===== config.mk =====
export PLATFORM = sky130hd
export DESIGN_NAME = mult_div_unit
export DESIGN_NICKNAME = d
export VERILOG_FILES = /design/src/rtl/mult_div_unit.sv
export SDC_FILE = /design/constraint.sdc
export NUM_CORES = 1
export LEC_CHECK = 0
export CAP_MARGIN = 40
export CORE_ASPECT_RATIO = 1.2
export CORE_MARGIN = 8
export CORE_UTILIZATION = 25
export CTS_BUF_LIST = sky130_fd_sc_hd__clkbuf_8 sky130_fd_sc_hd__clkbuf_16
export CTS_CLUSTER_DIAMETER = 50
export DETAILED_ROUTE_END_ITERATION = 16
export GPL_ROUTABILITY_DRIVEN = 0
export PLACE_DENSITY = 0.4
export SLEW_MARGIN = 20
export SYNTH_ARGS = -nofsm -noshare
export SYNTH_HDL_FRONTEND = slang
export SYNTH_SLANG_ARGS = --single-unit

===== constraint.sdc =====
create_clock -name clk -period 8.9 [get_ports clk]
set_clock_uncertainty 0.2 [all_clocks]
set_input_delay 2.225 -clock clk [delete_from_list [all_inputs] [get_ports clk]]
set_output_delay 2.225 -clock clk [all_outputs]
set_load 0.01 [all_outputs]

===== src/rtl/mult_div_unit.sv =====
// rtl/mult_div_unit.sv - iterative signed multiply/divide unit writing HI/LO
// One result bit per clock; start/done handshake lets the control FSM stall.
module mult_div_unit #(
  parameter int WIDTH = 32,
  parameter int CNT_W = 6
) (
  input  logic             clk,
  input  logic             reset,
  input  logic             start,
  input  logic             op,
  input  logic [WIDTH-1:0] a,
  input  logic [WIDTH-1:0] b,
  output logic [WIDTH-1:0] hi,
  output logic [WIDTH-1:0] lo,
  output logic             busy,
  output logic             done,
  output logic             divby0
);

  typedef enum logic [1:0] {IDLE, RUN, FINISH} state_t;

  state_t               state, state_nx;
  logic [CNT_W-1:0]     counter;
  logic [2*WIDTH-1:0]   acc;
  logic [WIDTH-1:0]     opnd;
  logic                 sign_a, sign_b, op_r;

  logic [WIDTH-1:0]     mag_a, mag_b;
  logic                 div_zero;
  logic [WIDTH:0]       mul_sum;
  logic [2*WIDTH-1:0]   mul_next;
  logic [WIDTH:0]       div_shift;
  logic [WIDTH-1:0]     div_diff;
  logic [2*WIDTH-1:0]   div_next;
  logic [2*WIDTH-1:0]   prod_signed;
  logic [WIDTH-1:0]     quot_signed, rem_signed;

  // Magnitudes; the most negative value maps to its unsigned magnitude.
  always_comb begin
    mag_a    = a[WIDTH-1] ? -a : a;
    mag_b    = b[WIDTH-1] ? -b : b;
    div_zero = op && (b == '0);
  end

  // Shift-add step: acc upper half accumulates, lower half holds the multiplier.
  always_comb begin
    mul_sum  = {1'b0, acc[2*WIDTH-1:WIDTH]} + (acc[0] ? {1'b0, opnd} : '0);
    mul_next = {mul_sum, acc[WIDTH-1:1]};
  end

  // Restoring step: acc upper half is the remainder, lower half the dividend/quotient.
  always_comb begin
    div_shift = {acc[2*WIDTH-1:WIDTH], acc[WIDTH-1]};
    div_diff  = div_shift[WIDTH-1:0] - opnd;
    if (div_shift >= {1'b0, opnd})
      div_next = {div_diff, acc[WIDTH-2:0], 1'b1};
    else
      div_next = {div_shift[WIDTH-1:0], acc[WIDTH-2:0], 1'b0};
  end

  always_comb begin
    prod_signed = (sign_a ^ sign_b) ? -acc : acc;
    quot_signed = (sign_a ^ sign_b) ? -acc[WIDTH-1:0] : acc[WIDTH-1:0];
    rem_signed  = sign_a ? -acc[2*WIDTH-1:WIDTH] : acc[2*WIDTH-1:WIDTH];
  end

  always_ff @(posedge clk) begin
    if (reset)
      state <= IDLE;
    else
      state <= state_nx;
  end

  always_comb begin
    state_nx = state;
    case (state)
      IDLE:    if (start && !div_zero) state_nx = RUN;
      RUN:     if (counter == CNT_W'(WIDTH-1)) state_nx = FINISH;
      FINISH:  state_nx = IDLE;
      default: state_nx = IDLE;
    endcase
  end

  always_comb begin
    busy = (state != IDLE);
  end

  always_ff @(posedge clk) begin
    if (reset) begin
      hi      <= '0;
      lo      <= '0;
      done    <= 1'b0;
      divby0  <= 1'b0;
      counter <= '0;
      acc     <= '0;
      opnd    <= '0;
      sign_a  <= 1'b0;
      sign_b  <= 1'b0;
      op_r    <= 1'b0;
    end else begin
      done   <= 1'b0;
      divby0 <= 1'b0;
      case (state)
        IDLE: begin
          if (start && div_zero) begin
            done   <= 1'b1;
            divby0 <= 1'b1;
          end else if (start) begin
            sign_a  <= a[WIDTH-1];
            sign_b  <= b[WIDTH-1];
            op_r    <= op;
            counter <= '0;
            opnd    <= op ? mag_b : mag_a;
            acc     <= {{WIDTH{1'b0}}, (op ? mag_a : mag_b)};
          end
        end
        RUN: begin
          counter <= counter + CNT_W'(1);
          acc     <= op_r ? div_next : mul_next;
        end
        FINISH: begin
          done <= 1'b1;
          if (op_r) begin
            hi <= rem_signed;
            lo <= quot_signed;
          end else begin
            hi <= prod_signed[2*WIDTH-1:WIDTH];
            lo <= prod_signed[WIDTH-1:0];
          end
        end
        default: ;
      endcase
    end
  end

endmodule


# == Yosys cells after proc, flatten, opt, wreduce, memory -nomap -nowiden ==
# Cells that the tools add are included.
# totals
inputBits,68
out_inout_bits,67
ff_bits,173
elab_cells,65
# classes
addsub,8
reduce_logical,12
muxes,23
n_eq_ne,7
order_cmp,1
bitwise,3
# op_table
operator,count
two-way mux 64 bit,5
two-way mux 32 bit,9
negator 32 bit,4
case mux 64 bit (2 select lines),1
negator 64 bit,1
adder 32 x 32 -> 33 bit,1
greater-or-equal comparator 33 x 32 -> 1 bit,1
zero test 32 bit,1
subtractor 32 bit,1
two-way mux 6 bit,2
case mux 6 bit (2 select lines),1
!= test 2 bit (second input constant),4
adder 6 x 1 -> 6 bit (second input constant),1
== test 6 x 5 -> 1 bit (second input constant),1
AND reduction 3 bit,2
two-way mux 2 bit,2
case mux 2 bit (2 select lines),1
nonzero test 2 bit,2
logical AND 1 bit,3
== test 2 x 1 -> 1 bit (second input constant),1
== test 2 bit (second input constant),1
zero test 2 bit,1
inverter 1 bit,2
case mux 1 bit (2 select lines),1
5 further kinds,5

# == Depth between registers and ports, before layout ==
# Gate-level depths: netlist (run 1).
# depth
word_depth,6
depth_mapped,14
mapped_depth_nobuf,12

# == Least setup slack after synthesis (run 1) ==
# OpenSTA, ideal clock, no wires.
# synth_path
kind,input-to-reg
from,in a[0]
to,reg acc[26]
required_ns,8.569
arrival_time_ns,4.373
n_path_buf,0
setup_time_ns,0.131
path_slack_ns,4.195
cell_stages,10
path_cell_list,inv_1 -> ha_1 -> or4b_2 -> nor3_1 -> nand4b_1 -> o41ai_1 -> xor2_1 -> o22ai_1 -> a21oi_1 -> a21oi_1
# synth_via
elab_chain_len,6
# synth_rtl
element,line_no,rtl
start: declaration,11,"input logic [WIDTH-1:0] a,"
negator 32 bit,40,mag_a = a[WIDTH-1] ? -a : a;
two-way mux 32 bit,40,
two-way mux 32 bit,114,"acc <= {{WIDTH{1'b0}}, (op ? mag_a : mag_b)};"
two-way mux 64 bit,108,end else if (start) begin
two-way mux 64 bit,105,if (start && div_zero) begin
case mux 64 bit (2 select lines),103,case (state)
end signal: assignment,114,
end signal: assignment,119,acc <= op_r ? div_next : mul_next;
end: declaration,24,logic [2*WIDTH-1:0] acc;
# Every way passes these cells. The select of a mux whose other input is x is not followed.
# A chain may end at the register's enable or synchronous reset.

# == Worst setup path after layout (run 1) ==
# Same ends and word-level chain as after synthesis.

==> results of run 1 <==
[worst max path at each step]
stage | start | endpoint | slack [ns] | cells past startpoint
after CTS | a[0] | acc[26]$_SDFFE_PP0P_ | 3.60 | 11
final | a[0] | acc[26]$_SDFFE_PP0P_ | 3.58 | 11
after global placement | a[7] | acc[17]$_SDFFE_PP0P_ | 2.93 | 9
after floorplan | a[0] | acc[26]$_SDFFE_PP0P_ | 4.20 | 10
after detailed placement | a[0] | acc[26]$_SDFFE_PP0P_ | 3.11 | 11
after global routing | a[0] | acc[26]$_SDFFE_PP0P_ | 3.35 | 11
[synth_stat cells (20+ instances only)]
library cell / instances
inv_1: 76
dfxtp_1: 173
nor3_1: 58
nand2_1: 202
o31ai_1: 25
o21ai_0: 148
a211oi_1: 66
xnor2_1: 86
nand3_1: 38
o211ai_1: 34
nor4_1: 22
mux2i_1: 52
a31oi_1: 20
a21oi_1: 165
clkbuf_1: 115
ha_1: 69
nand4_1: 25
a21o_1: 26
nor2_1: 224
xor2_1: 73
[layout make-up]
type,instances,area [um2],area share
multi-input combinational,1639,10500,0.598
sequential,173,3460,0.197
timing repair buffer,172,1690,0.0963
tap,800,1000,0.0569
clock buffer,17,425,0.0242
inverter,77,289,0.0164
clock inverter,15,198,0.0112
[worst reg2reg max path: cells and delay by family (launching register included)]
| family | cells | cell delay, ns |
|---|---|---|
| AO/OA/AOI/OAI | 6 | 2.34 |
| adder cells (fa/ha/maj) | 1 | 0.43 |
| multiplexers | 1 | 0.33 |
| buffers and inverters | 1 | 0.33 |
| flip-flops | 1 | 0.75 |
| AND/OR/NAND/NOR | 1 | 0.17 |
[metal layers]
layer | vias up | share of wire | global-route usage
li1 | 7528 | - | -
met1 | 7485 | 0.42 | 0.224
met2 | 401 | 0.51 | 0.342
met3 | 72 | 0.034 | 0.0227
met4 | 0 | 0.036 | 0.0723
met5 | - | 0 | 0
[through the flow]
stage               std cells  hold WS, ns  setup WS [ns]  area (um2)
finish                   2893        0.251           3.58       17600
global route             2893        0.267           3.35       17600
CTS                      2891        0.255           3.60       17600
detailed placement       2859        0.247           3.11       16900
global placement         2850        0.239           2.93       16800
floorplan                2027        0.229           4.20       14800
[registers in the layout, indices dropped and copies added, names as in the netlist]
name	count
acc	64
hi	32
lo	32
opnd	32
counter	6
state	2
divby0	1
done	1
op_r	1
sign_a	1
sign_b	1
[where the power goes]
group	switching [mW]	total, mW	internal, mW
registers	0.0504	0.853	0.803
clock network	0.409	0.839	0.431
logic	0.487	0.773	0.286
[cells by family (layout without fill, tap and decap cells)]
family                     after synthesis  after routing
and+or+nand+nor                        691            691
buffers and inverters                  215            281
muxes                                   62             62
adders and majority gates               71             71
AOI/OAI and AO/OA                      656            656
xor gates and xnor gates               159            159
DFF                                    173            173
==> impl_metrics.json, run 1 <==
{
  "path_cells": "clkdlybuf4s50_1 > inv_1 > ha_1 > or4b_2 > nor3_1 > nand4b_1 > o41ai_1 > xor2_1 > o22ai_1 > a21oi_1 > a21oi_1",
  "clockBufferDepth": 2,
  "maxSlewHeadroom": 0.381,
  "cts_setup_buffers": 0,
  "ir_drop_mv": 0.116,
  "timing.rr.start": "acc[42]$_SDFFE_PP0P_",
  "coreArea_um2": 59100,
  "worstSetupEndpointType": "flip-flop",
  "power_mw": 2.47,
  "grtUsageTotal": 0.188,
  "fin_setup_tns_ns": 0,
  "start_util": 0.251,
  "p_leak_nw": 6.39,
  "r2r_end": "acc[49]$_SDFFE_PP0P_",
  "synth-xor-area-share": 0.0940,
  "cts_tree": "built",
  "hold_start": "opnd[19]$_SDFFE_PP0P_",
  "die_area_um2": 67400,
  "ant_nets": 0,
  "critPathArrivalTime_ns": 5.44,
  "synthSimpleGateAreaFrac": 0.221,
  "die_y_um": 283,
  "grt_max_degree": 83,
  "postSynthNetCount": 2166,
  "rr_worst_depth": 10,
  "slew_violations": 0,
  "numPortBuffers": 134,
  "critPathMostFrequentCell": "a21oi_1",
  "hold_path_class": "flip-flop to flip-flop",
  "syn_avg_cell_area_um2": 7.31,
  "crit_slowest_cell": "or4b_2",
  "rows": 98,
  "fillerInstances": 6545,
  "synth_compound_area_frac": 0.289,
  "min_to": "opnd[19]$_SDFFE_PP0P_",
  "cts_inserted_buffers": 17,
  "synthDistinctLibCells": 87,
  "hold_depth": 2,
  "power.density_nw_per_um2": 140,
  "fin_crit_sh": 0.598,
  "maxCapViolations": 0,
  "synth_warnings": 0,
  "async_flop_share": 0,
  "final-setup-viol-count": 0,
  "synth_top_area_frac": 0.234,
  "layout.nets": 2219,
  "die_x_um": 238,
  "synthMuxAreaShare": 0.0427,
  "synthesis.instances": 2027,
  "cts_root_buf": "clkbuf_16",
  "diodes": 0,
  "rsz0062_at_grt": "false",
  "slowest_delay_ns": 0.66,
  "crit_fanout": 5,
  "crit_required_ns": 9.02,
  "crit_type": "input port to flip-flop",
  "wirelength_um": 64800,
  "hold_viol": 0,
  "syn_area_um2": 14800,
  "dpl.hpwl_um": 50500,
  "clk_latency_ns": 0.47,
  "cts_resized": 0,
  "ios": 135,
  "min_period_ns": 5.32,
  "final_layout_size_suffix_gt1_frac": 0.0578,
  "worstSetupStartpointType": "input port",
  "synth_top_family_by_area": "compound AO/OA/AOI/OAI gates",
  "grt_overflow": 0,
  "crit_buf_inv": 2,
  "viasPerCell": 5.35,
  "cts_sinks": 173,
  "grt_antenna_before_repair": 0,
  "hold_buffers": 0,
  "status": "finished, final reports clean",
  "max_freq_mhz": 188,
  "yosysTopAreaCell": "dfxtp_1",
  "drcViolationCount": 0,
  "yosysSeqAreaShare": 0.234,
  "synth_fa_ha_area_frac": 0.0609,
  "fin_util": 0.298,
  "vias": 15500,
  "ctsHtreeMaxLevel": 4,
  "layout_commonest_cell": "nor2_1",
  "synth_edf_count": 0,
  "crit_family": "simple AND/OR/NAND/NOR gates",
  "layout_common_cells": "nor2_1 (221), nand2_1 (202), dfxtp_1 (172)",
  "syn_to_final_growth_pct": 18.7,
  "grt_pass1_wl_um": 97500,
  "synth_ff_type": "dfxtp_1",
  "worst_slew_pin_slew_ns": 0.922,
  "synthTopCellsByArea": "dfxtp_1 (23%), ha_1 (5.8%), nor2_1 (5.7%), a21oi_1 (5.6%), nand2_1 (5.1%)",
  "dr.pass1.iters": 5,
  "wire_per_inst_um": 22.4,
  "grt_pass1_vias": 15400,
  "synth.ff_latch_count": 173,
  "drt_iter0_drc": 1003,
  "cts.clk_slew.worst_paths_ns": 0.07,
  "r2r_slack_ns": 4.25
}
(Power assumes the default switching activity.)
==> run 2: changes to the inputs <==
--- a/config.mk
+++ b/config.mk
@@ -13,7 +13,7 @@
 export CTS_CLUSTER_DIAMETER = 50
 export DETAILED_ROUTE_END_ITERATION = 16
 export GPL_ROUTABILITY_DRIVEN = 0
-export PLACE_DENSITY = 0.4
+export PLACE_DENSITY = 0.42
 export SLEW_MARGIN = 20
 export SYNTH_ARGS = -nofsm -noshare
 export SYNTH_HDL_FRONTEND = slang
==> constraint.sdc (replaced) <==
create_clock -name clk -period 4.3 [get_ports clk]
set_clock_uncertainty 0.2 [all_clocks]
set_input_delay 1.075 -clock clk [delete_from_list [all_inputs] [get_ports clk]]
set_output_delay 1.075 -clock clk [all_outputs]
set_load 0.01 [all_outputs]
==> impl_metrics.json, run 2 (synthesis results as in run 1) <==
{
  "power_mw": 4.99,
  "grtUsageTotal": 0.185,
  "grt_pass1_wl_um": 96100,
  "fin_crit_sh": 0.913,
  "dr.pass1.iters": 7,
  "netSwitchingPower_mw": 1.88,
  "max_freq_mhz": 255,
  "maxCapViolations": 0,
  "grt_pass1_vias": 15500,
  "syn_to_final_growth_pct": 22.4,
  "status": "finished, final reports clean",
  "final-setup-viol-count": 0,
  "layout_commonest_cell": "nor2_1",
  "grt_antenna_before_repair": 0,
  "critPathCapture": "acc[63]$_SDFFE_PP0P_",
  "crit_slowest_cell": "o311ai_0",
  "power.density_nw_per_um2": 275,
  "hold_buffers": 0,
  "crit_required_ns": 4.52,
  "hold_viol": 0,
  "clk_latency_ns": 0.47,
  "viasPerCell": 5.29,
  "crit_family": "compound AO/OA/AOI/OAI gates",
  "path_cells": "and2_1 > ha_1 > inv_1 > fa_1 > nand2b_1 > a211oi_1 > buf_4 > and4b_1 > nor2_1 > o21a_1 > a21oi_1 > o311ai_0 > a31o_2",
  "layout.nets": 2299,
  "vias": 15700,
  "largest_reg_flops": 64,
  "diodes": 0,
  "p_seq_frac": 0.349,
  "ant_nets": 0,
  "worst_slew_pin_slew_ns": 0.848,
  "crit_fanout": 4,
  "crit_buf_inv": 2,
  "cts_root_buf": "clkbuf_16",
  "timing.rr.start": "acc[0]$_SDFFE_PP0P_",
  "drcViolationCount": 0,
  "rsz0062_at_grt": "false",
  "numPortBuffers": 134,
  "ir_drop_mv": 0.284,
  "cts_inserted_buffers": 17,
  "cts_resized": 0,
  "r2r_end": "acc[63]$_SDFFE_PP0P_",
  "ios": 135,
  "clock_power_share": 0.313,
  "slowest_delay_ns": 0.72,
  "ctsHtreeMaxLevel": 4,
  "crit_path_start": "acc[0]$_SDFFE_PP0P_",
  "slew_violations": 0,
  "worstSetupStartpointType": "flip-flop",
  "p_sw_frac": 0.377,
  "crit_type": "flip-flop to flip-flop",
  "r2r_slack_ns": 0.37,
  "worstSetupEndpointType": "flip-flop",
  "wire_per_inst_um": 21.4,
  "start_util": 0.251,
  "critPathArrivalTime_ns": 4.14,
  "min_period_ns": 3.93,
  "maxSlewHeadroom": 0.427,
  "grt_max_degree": 82,
  "cts_tree": "built",
  "largest_register": "acc",
  "die_area_um2": 67400,
  "coreArea_um2": 59100,
  "dpl.hpwl_um": 50700,
  "cts.clk_slew.worst_paths_ns": 0.08,
  "p_int_mw": 3.11,
  "wirelength_um": 63600,
  "die_x_um": 238,
  "rr_worst_depth": 13,
  "cts_setup_buffers": 0,
  "grt_overflow": 0,
  "final_layout_size_suffix_gt1_frac": 0.0911,
  "rows": 98,
  "clockBufferDepth": 2,
  "power_frac_comb": 0.337,
  "die_y_um": 283,
  "cts_sinks": 173,
  "hold_path_class": "flip-flop to flip-flop",
  "worst-path-stages": 13,
  "layout_common_cells": "nor2_1 (221), nand2_1 (202), dfxtp_1 (172)",
  "drt_iter0_drc": 925,
  "p_leak_nw": 6.79,
  "fin_util": 0.307
}
-- run 2: cell count changes in the layout (fill, tap and decap cells not counted), sizes merged --
| cell | before | now |
|---|---|---|
| buf | 39 | 120 |
| clkinv | 4 | 6 |
| clkinvlp | 3 | 1 |
| bufinv | 2 | 1 |
| clkdlybuf4s15 | 1 | 0 |
| inv | 83 | 84 |
-- run 2: worst min-delay path by stage --
| stage | endpoint | from | depth (start not counted) |
|---|---|---|---|
| global placement | opnd[13]$_SDFFE_PP0P_ | opnd[13]$_SDFFE_PP0P_ | 2 |
| finish | opnd[15]$_SDFFE_PP0P_ | opnd[15]$_SDFFE_PP0P_ | 2 |
| floorplan | opnd[31]$_SDFFE_PP0P_ | opnd[31]$_SDFFE_PP0P_ | 2 |
| detailed placement | opnd[15]$_SDFFE_PP0P_ | opnd[15]$_SDFFE_PP0P_ | 2 |
| global route | opnd[7]$_SDFFE_PP0P_ | opnd[7]$_SDFFE_PP0P_ | 2 |
| CTS | opnd[15]$_SDFFE_PP0P_ | opnd[15]$_SDFFE_PP0P_ | 2 |
-- run 2: per-layer routing --
layer / share of wire / vias up / global-route usage
met1: 0.42 / 7542 / 0.215
met2: 0.52 / 381 / 0.342
met5: 0 / - / 0
li1: - / 7694 / -
met4: 0.037 / 0 / 0.0703
met3: 0.030 / 101 / 0.0221
-- run 2: layout make-up --
type / instances / area (um2)
Fill cell: 6559 / 41000
Multi-Input combinational cell: 1639 / 10500
Sequential cell: 173 / 3460
Timing Repair Buffer: 252 / 2330
Tap cell: 800 / 1000
Clock buffer: 17 / 425
Inverter: 77 / 289
Clock inverter: 15 / 123
-- run 2: power groups by stage --
stage	Clock, mW	Combinational [mW]	Sequential (mW)
after floorplan	0	1.08	1.75
after global placement	0	1.67	1.78
after detailed placement	0	1.67	1.78
after CTS	1.60	1.68	1.74
after global routing	1.66	1.83	1.75
final	1.56	1.68	1.74
-- run 2: worst register-to-register path, cell delays in order (launching register included) --
cell	delay, ns
dfxtp_1	0.43
and2_1	0.16
ha_1	0.20
inv_1	0.07
fa_1	0.38
nand2b_1	0.22
a211oi_1	0.22
buf_4	0.17
and4b_1	0.30
nor2_1	0.21
o21a_1	0.25
a21oi_1	0.09
o311ai_0	0.72
a31o_2	0.26
-- run 2: stage by stage --
stage	area [um2]	TNS, ns	hold WS [ns]	worst slack [ns]	instances
detailed placement	17600	-0.0411	0.247	-0.0411	2940
global placement	17600	-0.0834	0.243	-0.0389	2939
CTS	18100	0	0.255	0.432	2972
floorplan	14800	0	0.229	0.745	2027
finish	18100	0	0.253	0.375	2973
global route	18100	0	0.276	0.238	2973
